$ cat src/rtl/ras_speculative_stack.sv
// Speculative return address stack with a committed shadow state.
// Predicted branches are logged so retirement can advance the commit copy and a flush can restore it.
module ras_speculative_stack #(
   parameter int unsigned DEPTH        = 4,
   parameter int unsigned MAX_INFLIGHT = 8
) (
   input  logic        clk,
   input  logic        rst,
   input  logic        branch_fetched,
   input  logic        push,
   input  logic        pop,
   input  logic [31:0] new_addr,
   input  logic        branch_retired,
   input  logic        flush,
   output logic [31:0] addr,
   output logic        valid,
   output logic        track_full
);

   localparam int unsigned AW = 32;
   localparam int unsigned PW = $clog2(DEPTH);
   localparam int unsigned CW = $clog2(DEPTH + 1);
   localparam int unsigned FW = $clog2(MAX_INFLIGHT);
   localparam int unsigned OW = $clog2(MAX_INFLIGHT + 1);

   typedef struct packed {
      logic [PW-1:0] ptr;
      logic [CW-1:0] count;
   } ras_state_t;

   typedef struct packed {
      logic push;
      logic pop;
   } track_rec_t;

   logic [AW-1:0] stack [DEPTH];
   track_rec_t    track_mem [MAX_INFLIGHT];

   ras_state_t    spec_q, spec_d;
   ras_state_t    commit_q, commit_d;
   logic [FW-1:0] rd_ptr, wr_ptr;
   logic [OW-1:0] occ;

   logic          do_retire;
   logic          do_fetch;
   logic          do_write;
   logic [PW-1:0] wr_idx;
   logic [PW-1:0] top_idx;
   track_rec_t    head_rec;

   // Pop first (silent on empty), then push; a push on a full stack overwrites the oldest slot.
   function automatic ras_state_t apply_op(input ras_state_t s, input logic do_push, input logic do_pop);
      ras_state_t r;
      r = s;
      if (do_pop && (r.count != '0)) begin
         r.ptr   = r.ptr - PW'(1);
         r.count = r.count - CW'(1);
      end
      if (do_push) begin
         r.ptr = r.ptr + PW'(1);
         if (r.count != CW'(DEPTH))
            r.count = r.count + CW'(1);
      end
      return r;
   endfunction

   always_comb begin
      head_rec  = track_mem[rd_ptr];
      do_retire = branch_retired && (occ != '0);
      // A fetch that cannot be logged is dropped rather than letting the FIFO overflow.
      do_fetch  = branch_fetched && !flush && (!track_full || do_retire);
      commit_d  = commit_q;
      spec_d    = spec_q;
      if (do_retire)
         commit_d = apply_op(commit_q, head_rec.push, head_rec.pop);
      if (flush)
         spec_d = commit_d;
      else if (do_fetch)
         spec_d = apply_op(spec_q, push, pop);
      do_write = do_fetch && push;
      // After the push phase the written slot is always one below the new pointer.
      wr_idx   = spec_d.ptr - PW'(1);
   end

   always_ff @(posedge clk) begin
      if (rst) begin
         spec_q   <= '0;
         commit_q <= '0;
         rd_ptr   <= '0;
         wr_ptr   <= '0;
         occ      <= '0;
      end else begin
         spec_q   <= spec_d;
         commit_q <= commit_d;
         if (flush) begin
            rd_ptr <= '0;
            wr_ptr <= '0;
            occ    <= '0;
         end else begin
            if (do_retire)
               rd_ptr <= rd_ptr + FW'(1);
            if (do_fetch)
               wr_ptr <= wr_ptr + FW'(1);
            if (do_fetch && !do_retire)
               occ <= occ + OW'(1);
            else if (!do_fetch && do_retire)
               occ <= occ - OW'(1);
         end
      end
   end

   // Storage arrays carry no reset; only the pointers define what is live.
   always_ff @(posedge clk) begin
      if (do_write)
         stack[wr_idx] <= new_addr;
      if (do_fetch)
         track_mem[wr_ptr] <= {push, pop};
   end

   always_comb begin
      top_idx    = spec_q.ptr - PW'(1);
      valid      = (spec_q.count != '0);
      addr       = valid ? stack[top_idx] : '0;
      track_full = (occ == OW'(MAX_INFLIGHT));
   end

endmodule

$ cat config.mk
export PLATFORM = sky130hd
export DESIGN_NAME = ras_speculative_stack
export DESIGN_NICKNAME = d
export VERILOG_FILES = /design/src/rtl/ras_speculative_stack.sv
export SDC_FILE = /design/constraint.sdc
export NUM_CORES = 1
export LEC_CHECK = 0
export BUFFER_PORTS_ARGS = -buffer_cell sky130_fd_sc_hd__buf_2
export CORE_MARGIN = 2
export CORE_UTILIZATION = 50
export CTS_CLUSTER_SIZE = 24
export DETAILED_ROUTE_END_ITERATION = 10
export GPL_ROUTABILITY_DRIVEN = 0
export HOLD_SLACK_MARGIN = 0.05
export PLACE_DENSITY = 0.71
export SLEW_MARGIN = 0
export SYNTH_ARGS = -nofsm -noshare
export SYNTH_HDL_FRONTEND = slang
export SYNTH_SLANG_ARGS = --single-unit
$ cat constraint.sdc
create_clock -name clk -period 6.5 [get_ports clk]
set_input_delay 0.975 -clock clk [delete_from_list [all_inputs] [get_ports clk]]
set_output_delay 0.975 -clock clk [all_outputs]
set_load 0.005 [all_outputs]
==> flow_summary.ini <==
[drt]
firstDrtPassIters = 4
drt_iter0_drc = 286
num_vias = 3881
wirelength_um = 12700
wire_per_inst_um = 18.2
ant_nets = 0
drc = 0
routed_via_density = 5.55

[run]
maxCapViolCount = 0

[power]
seqPwrFrac_pct = 49.0
p_per_area_mw_per_mm2 = 302
switching_share_pct = 22.9
p_total_uw = 2470
clockPowerShare_pct = 40.1
vdd_ir_drop_max_v = 0.000246
leakage_uw = 0.00283
internal-power_uw = 1910
power.switching_uw = 565
combPwrFrac_pct = 10.9

[placement]
io_buffer_count = 72
placed_area_mm2 = 0.00760
dp_hpwl_um = 8040

[worst_setup_path]
cpMaxStageDelayCell = nor2_4
crit_arrival_ns = 4.19
critPathKind = register to register
crit_path_cell_trace = inv_1 -> ha_1 -> nor2b_1 -> inv_1 -> nand2_1 -> xnor2_1 -> or4b_2 -> nor2_4
regToRegStartpoint = spec_q[0]
end_kind = register
critPathMaxFanout = 35
start_kind = register
reg2reg_to = stack[0][24]
slowest_delay_ns = 0.81
required_ns = 6.53
rrSetupSlack_ns = 2.34
r2r_cells = 8
cpMostUsedCell = inv_1

[layout]
design_area_mm2 = 0.00819
nets = 556
fin_util_pct = 59.2
final_layout_size_suffix_gt1_share_pct = 29.2
area_growth_pct = 15.9
fillers = 1036

[clocking]
cts_tree = built
clock-root-buffer = clkbuf_16
cts_resized = 0
cts_setup_buffers = 0
path_clk_slew_ns = 0.06
clkSinkCount = 167
ctsHoldBuffers = 0
clock_path_buffers = 2
ctsHtreeMaxLevel = 4
clk_latency_ns = 0.42
cts_made_buffers = 17

[sta]
period_share_pct = 63.9
finalClockSkew_ns = 0.0123
clock.fmax_ghz = 0.241
final_hold_viol_count = 0
worstMarginPinSlew_ns = 1.05
setup_viol = 0
period_minus_slack_ns = 4.16
relSlewSlack_pct = 30.0
finalMaxSlewViolations = 0
grt_setup_unrepaired = no
fin_tns_setup_ns = 0

[yosys]
syn_area_mm2 = 0.00707
ys_async_sr_fraction_pct = 0
ys_ff_latch = 167
synth_ff_type = edfxtp_1
syn_nets = 484
synth_edf_count = 144
syn_avg_cell_area_um2 = 16.3
ys_warn_count = 0
seq_area_frac_synth_pct = 67.7
yosysUniqueCellTypes = 47
synth_cells = 433

[global_routing]
grt_max_degree = 37
overflow = 0
grt_pass1_wl_um = 20600
antenna_found_initial = 2
grt_pass1_vias = 4146
gr-usage-all-layers_pct = 18.5

[outcome]
status = complete, no violations

[die]
die_w_um = 123
core-area_mm2 = 0.0138
fp.dieArea_mm2 = 0.0151
io_pins = 73
initial_core_util_pct = 51.1
die_h_um = 123
rows = 43

[worst_hold_path]
min_path_type = register to register
hold_depth = 2
min_to = rd_ptr[1]
worst_hold_startpoint = rd_ptr[1]
## registers in the layout (all words and copies together) (netlist names), named ones only
signal and cells:
stack 128, track_mem 16, commit_q 5, spec_q 5, occ 4, rd_ptr 3, wr_ptr 3
## cell families after synthesis
family	share of synthesized area, %
multiplexers	12.7
buffers and inverters	2.14
AO/OA/AOI/OAI	4.94
XOR/XNOR	1.74
flip-flops	67.7
adder cells (fa/ha/maj)	2.23
AND/OR/NAND/NOR	8.50
## power groups by stage
stage	Sequential [uW]	Combinational, uW	Clock [uW]
2_1_floorplan	1220	187	0
3_3_place_gp	1230	265	0
3_5_place_dp	1230	272	0
4_1_cts	1210	273	1010
5_1_grt	1210	302	1050
6_report	1210	268	990
## critical path: cells and delay by family, from the launching register on
family | cells | cell delay (ns)
AND/OR/NAND/NOR | 4 | 2.10
buffers and inverters | 2 | 0.86
flip-flops | 1 | 0.32
XOR/XNOR | 1 | 0.25
adder cells (fa/ha/maj) | 1 | 0.24
## through the flow
stage,worst slack (ns),cells,hold slack (ns)
finish,2.34,699,0.508
global route,2.04,699,0.521
CTS,2.25,698,0.514
detailed placement,2.26,666,0.501
global placement,2.38,666,0.476
floorplan,2.59,433,0.454
## routing by layer
layer	part of all wire, %	GRT usage [%]	wire [um]	vias to the layer above
li1	-	-	-	1819
met1	41	22.3	5240	1943
met2	52	30.8	6640	98
met3	4.9	5.58	626	19
met4	1.6	7.97	202	2
met5	0.055	0	7	-
## Yosys cell counts, drive strengths merged (4+ instances only)
cell type / instances / area [um^2]
nor4: 4 / 25.0
ha: 11 / 138
mux2i: 11 / 123
edfxtp: 144 / 4320
xnor2: 7 / 61.3
nor3: 4 / 20.0
nand2: 18 / 67.6
mux4: 34 / 766
buf: 5 / 35.0
clkbuf: 15 / 56.3
and2: 34 / 213
or3: 6 / 37.5
xor2: 7 / 61.3
nor2: 30 / 113
nand2b: 4 / 25.0
inv: 16 / 60.1
a21oi: 12 / 60.1
o21ai: 10 / 61.3
dfxtp: 23 / 460
## area by class of cell
cell class | count | area (um^2) | area share [%]
tap | 180 | 225 | 2.75
timing repair buffer | 73 | 368 | 4.49
clock inverter | 9 | 119 | 1.45
clock buffer | 23 | 468 | 5.71
antenna | 1 | 2.50 | 0.0306
inverter | 16 | 60.1 | 0.733
sequential | 167 | 4790 | 58.5
multi-input combinational | 230 | 2160 | 26.4
## worst max path at each step
stage / cells past startpoint / startpoint / slack, ns / end
floorplan: 6 / push / 2.59 / stack[2][0]
global placement: 8 / spec_q[0] / 2.38 / stack[0][18]
detailed placement: 8 / spec_q[0] / 2.26 / stack[0][18]
CTS: 8 / spec_q[0] / 2.25 / stack[0][15]
global route: 8 / spec_q[0] / 2.04 / stack[0][26]
finish: 8 / spec_q[0] / 2.34 / stack[0][24]
## placed cells by master (no fill, tap or decap), types with 4 or more instances in the layout
cell type  count
inv_1         16
o21ai_0        9
nor3_1         4
nor2_1        26
nor4_1         4
xor2_1         7
clkbuf_1       4
or3_1          6
a21oi_1       12
xnor2_1        7
nand2_1       18
clkbuf_16     17
dfxtp_1       21
ha_1          11
edfxtp_1     144
mux2i_1       10
mux4_2        34
buf_2         72
nor2_4         4
nand2b_1       4
and2_1        34
Note: power is estimated with default switching activity, not from simulation.
